<file path="src/rtl/lcd_nibble_writer_if.sv">
// Request/status handshake between the LCD sequencer and the nibble writer.
interface lcd_nibble_writer_if;
    logic       start;
    logic [7:0] data;
    logic       rs;
    logic       nib_only;
    logic       busy;
    logic       done;

    modport master (
        output start, data, rs, nib_only,
        input  busy, done
    );

    modport slave (
        input  start, data, rs, nib_only,
        output busy, done
    );
endinterface

</file>
<file path="src/rtl/lcd_nibble_writer.sv">
// HD44780 4-bit bus writer: high/low nibble with timed E strobes, then exec wait.
// Optional LCD_LONG_CMD_EN: clear/home commands use LONG_EXEC_CYC for the exec wait.
module lcd_nibble_writer #(
    parameter int SETUP_CYC     = 4,
    parameter int E_HIGH_CYC    = 12,
    parameter int GAP_CYC       = 50,
    parameter int EXEC_CYC      = 2500,
    parameter int LONG_EXEC_CYC = 100000
) (
    input  logic                CLK,
    input  logic                RST_N,
    lcd_nibble_writer_if.slave  req,
    output logic [4:0]          LCD_D,
    output logic                LCD_E
);

    localparam int M1   = (SETUP_CYC > E_HIGH_CYC) ? SETUP_CYC : E_HIGH_CYC;
    localparam int M2   = (M1 > GAP_CYC) ? M1 : GAP_CYC;
    localparam int M3   = (M2 > EXEC_CYC) ? M2 : EXEC_CYC;
    localparam int MAXP = (M3 > LONG_EXEC_CYC) ? M3 : LONG_EXEC_CYC;
    localparam int CW   = $clog2(MAXP) + 1;

    typedef enum logic [2:0] {
        IDLE, SETUP_H, EH_H, GAP, SETUP_L, EH_L, EXEC, DONE
    } state_t;

    state_t          state, state_n;
    logic [CW-1:0]   cnt, cnt_n;
    logic [4:0]      d_n;
    logic [3:0]      lo_q;
    logic            rs_q, nib_q;
    logic            busy_q, done_q;
    logic            acc;
    logic [CW-1:0]   exec_ld;

`ifdef LCD_LONG_CMD_EN
    logic long_q, long_n;

    assign long_n = !req.rs && !req.nib_only &&
                    (req.data == 8'h01 || req.data == 8'h02);
    assign exec_ld = long_q ? CW'(LONG_EXEC_CYC - 1) : CW'(EXEC_CYC - 1);

    always_ff @(posedge CLK or negedge RST_N) begin
        if (!RST_N)
            long_q <= 1'b0;
        else if (acc)
            long_q <= long_n;
    end
`else
    assign exec_ld = CW'(EXEC_CYC - 1);
`endif

    always_comb begin
        state_n = state;
        cnt_n   = (cnt == '0) ? '0 : cnt - 1'b1;
        d_n     = LCD_D;
        acc     = 1'b0;
        unique case (state)
            IDLE: begin
                if (req.start) begin
                    acc     = 1'b1;
                    state_n = SETUP_H;
                    cnt_n   = CW'(SETUP_CYC - 1);
                    d_n     = {req.rs, req.data[7:4]};
                end
            end
            SETUP_H: if (cnt == '0) begin
                state_n = EH_H;
                cnt_n   = CW'(E_HIGH_CYC - 1);
            end
            EH_H: if (cnt == '0) begin
                if (nib_q) begin
                    state_n = EXEC;
                    cnt_n   = exec_ld;
                end else begin
                    state_n = GAP;
                    cnt_n   = CW'(GAP_CYC - 1);
                end
            end
            GAP: if (cnt == '0) begin
                state_n = SETUP_L;
                cnt_n   = CW'(SETUP_CYC - 1);
                d_n     = {rs_q, lo_q};
            end
            SETUP_L: if (cnt == '0) begin
                state_n = EH_L;
                cnt_n   = CW'(E_HIGH_CYC - 1);
            end
            EH_L: if (cnt == '0) begin
                state_n = EXEC;
                cnt_n   = exec_ld;
            end
            EXEC: if (cnt == '0) begin
                state_n = DONE;
            end
            DONE: begin
                state_n = IDLE;
                cnt_n   = '0;
            end
            default: begin
                state_n = IDLE;
                cnt_n   = '0;
            end
        endcase
    end

    // Pin outputs are registered from the next state so E never glitches.
    always_ff @(posedge CLK or negedge RST_N) begin
        if (!RST_N) begin
            state  <= IDLE;
            cnt    <= '0;
            LCD_D  <= 5'b0;
            LCD_E  <= 1'b0;
            busy_q <= 1'b0;
            done_q <= 1'b0;
            lo_q   <= 4'b0;
            rs_q   <= 1'b0;
            nib_q  <= 1'b0;
        end else begin
            state  <= state_n;
            cnt    <= cnt_n;
            LCD_D  <= d_n;
            LCD_E  <= (state_n == EH_H) || (state_n == EH_L);
            busy_q <= (state_n != IDLE) && (state_n != DONE);
            done_q <= (state_n == DONE);
            if (acc) begin
                lo_q  <= req.data[3:0];
                rs_q  <= req.rs;
                nib_q <= req.nib_only;
            end
        end
    end

    assign req.busy = busy_q;
    assign req.done = done_q;

endmodule
</file>
<file path="src/flat_wrapper.sv">
// flat-port wrapper written by rule: the top's interface ports become plain ports
module lcd_nibble_writer_flat 
#(
    parameter int SETUP_CYC     = 4,
    parameter int E_HIGH_CYC    = 12,
    parameter int GAP_CYC       = 50,
    parameter int EXEC_CYC      = 2500,
    parameter int LONG_EXEC_CYC = 100000
)
  (CLK, RST_N, LCD_D, LCD_E, req_start, req_data, req_rs, req_nib_only, req_busy, req_done);
  lcd_nibble_writer_if req_i ();
  input  logic CLK;
  input  logic RST_N;
  output logic [4:0] LCD_D;
  output logic LCD_E;
  input wire logic [$bits(req_i.start)-1:0] req_start;
  input wire logic [$bits(req_i.data)-1:0] req_data;
  input wire logic [$bits(req_i.rs)-1:0] req_rs;
  input wire logic [$bits(req_i.nib_only)-1:0] req_nib_only;
  output wire logic [$bits(req_i.busy)-1:0] req_busy;
  output wire logic [$bits(req_i.done)-1:0] req_done;
  assign req_i.start = req_start;
  assign req_i.data = req_data;
  assign req_i.rs = req_rs;
  assign req_i.nib_only = req_nib_only;
  assign req_busy = req_i.busy;
  assign req_done = req_i.done;
  lcd_nibble_writer #(.SETUP_CYC(SETUP_CYC), .E_HIGH_CYC(E_HIGH_CYC), .GAP_CYC(GAP_CYC), .EXEC_CYC(EXEC_CYC), .LONG_EXEC_CYC(LONG_EXEC_CYC)) u_core (.CLK(CLK), .RST_N(RST_N), .req(req_i), .LCD_D(LCD_D), .LCD_E(LCD_E));
endmodule
</file>
<file path="config.mk">
export PLATFORM = sky130hd
export DESIGN_NAME = lcd_nibble_writer_flat
export DESIGN_NICKNAME = d
export VERILOG_FILES = /design/src/rtl/lcd_nibble_writer_if.sv /design/src/rtl/lcd_nibble_writer.sv /design/src/flat_wrapper.sv
export SDC_FILE = /design/constraint.sdc
export NUM_CORES = 1
export LEC_CHECK = 0
export BUFFER_PORTS_ARGS = -buffer_cell sky130_fd_sc_hd__buf_4
export CORE_MARGIN = 2
export CORE_UTILIZATION = 49
export CTS_CLUSTER_DIAMETER = 100
export DETAILED_ROUTE_END_ITERATION = 7
export PLACE_DENSITY = 0.74
export SYNTH_ARGS = -nofsm -noshare
export SYNTH_HDL_FRONTEND = slang
export SYNTH_SLANG_ARGS = --single-unit
</file>
<file path="constraint.sdc">
create_clock -name CLK -period 3.5 [get_ports CLK]
set_clock_uncertainty 0.2 [all_clocks]
set_input_delay 0 -clock CLK [delete_from_list [all_inputs] [get_ports CLK]]
set_output_delay 0 -clock CLK [all_outputs]
set_load 0.01 [all_outputs]
</file>
==> impl_metrics.tcl, run 1 <==
set metrics [dict create \
    synthToLayoutAreaGrowth_pct 21.05 \
    final_antenna_net_count 0 \
    wl_per_cell_um 13.28 \
    yosysWarnings 0 \
    syn_area_per_cell_um2 9.403 \
    path_clk_slew_ns 0.07 \
    path_class "register to register" \
    fillers 338 \
    ir_drop_mv 0.3562 \
    n_antenna_cell 0 \
    start_util_pct 50.72 \
    cp.arrival_ns 2.33 \
    clk_latency_ns 0.28 \
    synth_flop_cell "dfrtp_1" \
    grtUsageTotal_pct 20.26 \
    seq_area_frac_synth_pct 47.52 \
    dieArea_um2 4268 \
    cts_buffer_depth 2 \
    die_w_um 65.33 \
    synth_edf_count 0 \
    worstMarginPinSlew_ns 0.7071 \
    synth_top_area_cell "dfrtp_1" \
    syn-cell-area_um2 1843 \
    period_needed_ns 2.373 \
    num_io_pins 21 \
    htreeDepth 2 \
    rsz0062_at_grt "false" \
    grt_overflow_total 0 \
    cts_root_buffer "clkbuf_8" \
    grt_max_degree 36 \
    num_rows 22 \
    port_buffers 20 \
    grt_antenna_before_repair 0 \
    synth_top_area_share_pct 47.52 \
    status "complete, no violations" \
    cts.sinks 35 \
    fin_util_pct 61.40 \
    grt_pass1_vias 1387 \
    slew_headroom_pct 52.42 \
    netlist_top_cells_area "dfrtp_1 (48%), nand2_1 (7.1%), xnor2_1 (4.3%)" \
    start_kind "register" \
    hold_viol 0 \
    p_per_area_nw_per_um2 750.9 \
    p_leak_nw 0.9962 \
    remaining_drc_errors 0 \
    synthArstFlopShare_pct 100.0 \
    ys_ff_latch 35 \
    cap_violations 0 \
    maxSlewViolCount 0 \
    end_kind "register" \
    dp_hpwl_mm 2.424 \
    cts_tree "done" \
    synth_cell_types 42 \
    grt_pass1_wl_mm 6.555 \
    place.gp.congestion 0.8220 \
    cp.required_ns 3.45 \
    num_vias 1440 \
    postCtsSetupRepairBufs 0 \
    hold_class "primary input to async pin" \
    final-setup-viol-count 0 \
    final_cell_mix "nand2_1 (35), dfrtp_1 (35), buf_4 (20), nor2_1 (16), dlygate4sd3_1 (12)" \
    vias_per_cell 5.255 \
    fmax_mhz 421.4 \
    drt_wl_total_mm 3.639 \
    synthCells 196 \
    syn_nets 211 \
    drive_above_1_share_pct 15.49 \
    initialDrtViolationCount 53 \
    coreArea_um2 3633 \
    cp_max_fo 14 \
    period_share_pct 67.80 \
    dieHeight_um 65.33 \
    cts_made_buffers 5 \
    nNetsFinal 240 \
    dr.pass1.iters 4 \
    fin_tns_setup_ns 0 \
]
## layout make-up
cell class	count	area, um2	area share [%]
multi-input combinational	149	899.6	40.33
sequential	35	875.8	39.26
timing repair buffer	32	270.3	12.11
clock buffer	6	82.58	3.702
tap	48	60.06	2.692
clock inverter	2	35.03	1.570
inverter	2	7.507	0.3365
## Yosys cell counts, drive strengths merged (6+ instances only)
library cell and number:
buf 6, nor2 16, nor4 8, a21oi 8, nand2 35, xnor2 9, o21ai 10, dfrtp 35
o21a 6, o22a 6
## per-layer routing
layer  GRT usage (%)  vias to the layer above  wire (um)
li1                -                      741          -
met1           27.82                      672       1800
met2           31.63                       21       1663
met3           4.623                        6        117
met4           7.031                        0         57
met5               0                        -          0
## path summary, 6_finish.rpt
path | end | cells after the start | from | slack (ns)
max | u_core.cnt[6] | 5 | u_core.cnt[12] | 1.13
min | u_core.cnt[9] | 2 | RST_N | 0.004
max reg2reg | u_core.cnt[6] | 5 | u_core.cnt[12] | 1.13
min reg2reg | u_core.lo_q[3] | 2 | u_core.lo_q[3] | 0.28
max in group asynchronous | u_core.cnt[11] | 2 | RST_N | 2.78
min in group CLK | u_core.lo_q[1] | 4 | req_data[1] | 0.25
## what timing repair did
action,in CTS,in global routing
resized for setup,0,0
endpoints found under the hold margin,49,0
setup endpoints to repair,0,0
hold buffers,12,0
## metrics by stage
step	power, mW	hold slack [ns]	worst slack, ns	instances	area, um2
after floorplan	1.137	-0.4956	1.395	196	1843
after global placement	1.281	-0.2197	1.216	254	1993
after detailed placement	1.299	-0.2181	1.133	254	1993
after CTS	1.688	0.01267	1.125	274	2231
after global routing	1.801	0.04606	0.9557	274	2231
final	1.675	0.004378	1.127	274	2231
## report_power, final
part / switching, mW / internal [mW] / total (mW) / leakage [nW]
registers: 0.184 / 0.572 / 0.756 / 0.434
logic: 0.258 / 0.291 / 0.549 / 0.501
clock network: 0.140 / 0.230 / 0.370 / 0.0612
total: 0.582 / 1.09 / 1.68 / 0.996
## worst max-delay path, cell delays in order, from the launching register on
cell and delay (ns):
dfrtp_1 0.44, or4_4 0.60, nor4_2 0.32, nand3_2 0.25, nand3_2 0.29, o21ai_0 0.14
## state kept, by name, indices dropped and copies added (netlist names)
signal,count
u_core.LCD_E,1
u_core.lo_q,4
u_core.req.done,1
u_core.state,3
u_core.cnt,18
u_core.rs_q,1
u_core.req.busy,1
u_core.LCD_D,5
u_core.nib_q,1
## kinds of logic after synthesis
group                      Yosys count  synth area share (%)
AOI/OAI and AO/OA                   41                 14.60
xor gates and xnor gates            13                 6.178
adders and majority gates            2                 1.358
DFF                                 35                 47.52
and+or+nand+nor                     93                 26.68
buffers and inverters               12                 3.666
Power figures use the tool's default switching activity.
==> inputs of run 2 (changes only) <==
==> constraint.sdc (replaced) <==
create_clock -name CLK -period 2.2 [get_ports CLK]
set_clock_uncertainty 0.2 [all_clocks]
set_input_delay 0 -clock CLK [delete_from_list [all_inputs] [get_ports CLK]]
set_output_delay 0 -clock CLK [all_outputs]
set_load 0.01 [all_outputs]
==> run 2 against run 1 <==
The flow now finishes with violations (hold timing). Sequential share of layout area down 2.1 points. First-iteration DRC count up 23%. Register-to-register slack worse by 1.0 ns. Setup slack worse by 1.0 ns. Clock-buffer cell count unchanged. Combinational power up 99%. Sequential power up 55%. Critical endpoint is now u_core.cnt[3].
==> impl_metrics.tcl, run 2 (synthesis gave the netlist of run 1 again) <==
set metrics [dict create \
    cp_cell_sequence "or4_4 -> nor4_2 -> and2_4 -> nor3_2 -> and4b_1" \
    fmax_mhz 477.7 \
    worstMarginPinSlew_ns 0.4500 \
    crit_path_start "u_core.cnt[12]" \
    dp_hpwl_mm 2.624 \
    end_kind "register" \
    n_antenna_cell 0 \
    drive_above_1_share_pct 23.01 \
    cts_buffer_depth 2 \
    htreeDepth 2 \
    cts_root_buffer "clkbuf_8" \
    maxSlewViolCount 0 \
    postCtsSetupRepairBufs 0 \
    rrSetupSlack_ns 0.11 \
    grt_antenna_before_repair 0 \
    power_frac_comb_pct 39.9 \
    grt_max_degree 36 \
    cp_max_fo 6 \
    rr_startpoint "u_core.cnt[12]" \
    wl_per_cell_um 13.83 \
    final_cell_mix "nand2_1 (35), dfrtp_1 (35), buf_4 (33), nor2_1 (16), dlygate4sd3_1 (13)" \
    period_needed_ns 2.093 \
    grt_overflow_total 0 \
    fin_util_pct 64.91 \
    period_share_pct 95.16 \
    cts_tree "done" \
    coreArea_um2 3633 \
    critPathMaxStageDelay_ns 0.60 \
    grt_pass1_vias 1473 \
    fillers 323 \
    clk_latency_ns 0.29 \
    pwr-share-seq_pct 42.8 \
    p_per_area_nw_per_um2 1160 \
    cts_made_buffers 5 \
    ir_drop_mv 0.6233 \
    remaining_drc_errors 0 \
    status "finished with violations" \
    num_vias 1559 \
    dr.pass1.iters 4 \
    clkPwrFrac_pct 17.3 \
    p_leak_nw 1.058 \
    p_int_mw 1.729 \
    hold_viol 8 \
    start_util_pct 50.72 \
    hold_class "primary input to async pin" \
    violations "hold timing" \
    nNetsFinal 254 \
    final-setup-viol-count 0 \
    switchingPower_mw 1.008 \
    largest_register "u_core.cnt" \
    rsz0062_at_grt "true" \
    port_buffers 20 \
    dieHeight_um 65.33 \
    slew_headroom_pct 70.00 \
    initialDrtViolationCount 65 \
    final_antenna_net_count 0 \
    path_class "register to register" \
    dp_slack_ns 0.02532 \
    multi_input_comb_area_um2 949.7 \
    largest_reg_flops 18 \
    start_kind "register" \
    cap_violations 0 \
    num_rows 22 \
    whs_ns -0.007384 \
    cp.required_ns 2.23 \
    num_io_pins 21 \
    grtUsageTotal_pct 20.63 \
    place.gp.congestion 0.8283 \
    grt_pass1_wl_mm 6.658 \
    drt_wl_total_mm 3.969 \
    dieArea_um2 4268 \
    cp.arrival_ns 2.12 \
    synthToLayoutAreaGrowth_pct 27.97 \
    path_clk_slew_ns 0.07 \
    cts.sinks 35 \
    regArea_um2 875.8 \
    reg_top3 "u_core.cnt (18), u_core.LCD_D (5), u_core.lo_q (4)" \
    die_w_um 65.33 \
    finalWorstSetupSlack_ns 0.1065 \
    cp_slowest_cell "or4_4" \
    power.total_mw 2.737 \
    vias_per_cell 5.432 \
    sw_frac_of_total_pct 36.83 \
]
==> run 2: path summary, 6_finish.rpt <==
| path | end | cells after the start |
|---|---|---|
| min in group CLK | u_core.lo_q[1] | 4 |
| max | u_core.cnt[3] | 5 |
| max in group asynchronous | u_core.LCD_D[4] | 2 |
| max reg2reg | u_core.cnt[3] | 5 |
| min reg2reg | u_core.lo_q[2] | 2 |
| min | u_core.cnt[15] | 2 |
==> run 2: cell type report <==
type                       count  share of cell area (%)
inverter                       2                  0.3183
clock inverter                 1                  0.2122
sequential                    35                   37.14
multi-input combinational    149                   40.27
timing repair buffer          46                   16.02
tap                           48                   2.546
clock buffer                   6                   3.501
==> run 2: per-layer routing <==
| layer | wire length [um] | track usage [%] | vias to the layer above | part of all wire (%) |
|---|---|---|---|---|
| met4 | 61 | 7.031 | 0 | 1.5 |
| met5 | 0 | 0 | - | 0 |
| met1 | 1902 | 28.60 | 749 | 48 |
| li1 | - | - | 774 | - |
| met3 | 136 | 5.308 | 7 | 3.4 |
| met2 | 1869 | 31.51 | 29 | 47 |
==> run 2: through the flow <==
step	std cells	hold slack (ns)	TNS, ns	instance area [um2]
CTS	287	0.009812	0	2310
global placement	267	-0.2205	0	2091
global route	287	0.04729	-0.03007	2359
detailed placement	267	-0.2173	0	2091
floorplan	196	-0.4956	0	1843
finish	287	-0.007384	0	2359
==> run 2: timing repair <==
| item | 4_1_cts | 5_1_grt |
|---|---|---|
| endpoints found under the setup margin | 1 | 21 |
| pin swaps | 0 | 2 |
| hold buffers | 13 | 0 |
| resized for setup | 1 | 10 |
| endpoints found under the hold margin | 50 | 0 |
==> run 2: critical path, delay by kind of cell (launching register included) <==
| kind | cells | cell delay (ns) |
|---|---|---|
| and+or+nand+nor | 5 | 1.44 |
| DFF | 1 | 0.39 |
==> run 2: power by group through the flow <==
stage	registers, mW	clock network [mW]	logic (mW)
after floorplan	1.15	0	0.661
after global placement	1.15	0	0.988
after detailed placement	1.15	0	1.02
after CTS	1.14	0.488	1.05
after global routing	1.21	0.508	1.23
final	1.17	0.474	1.09
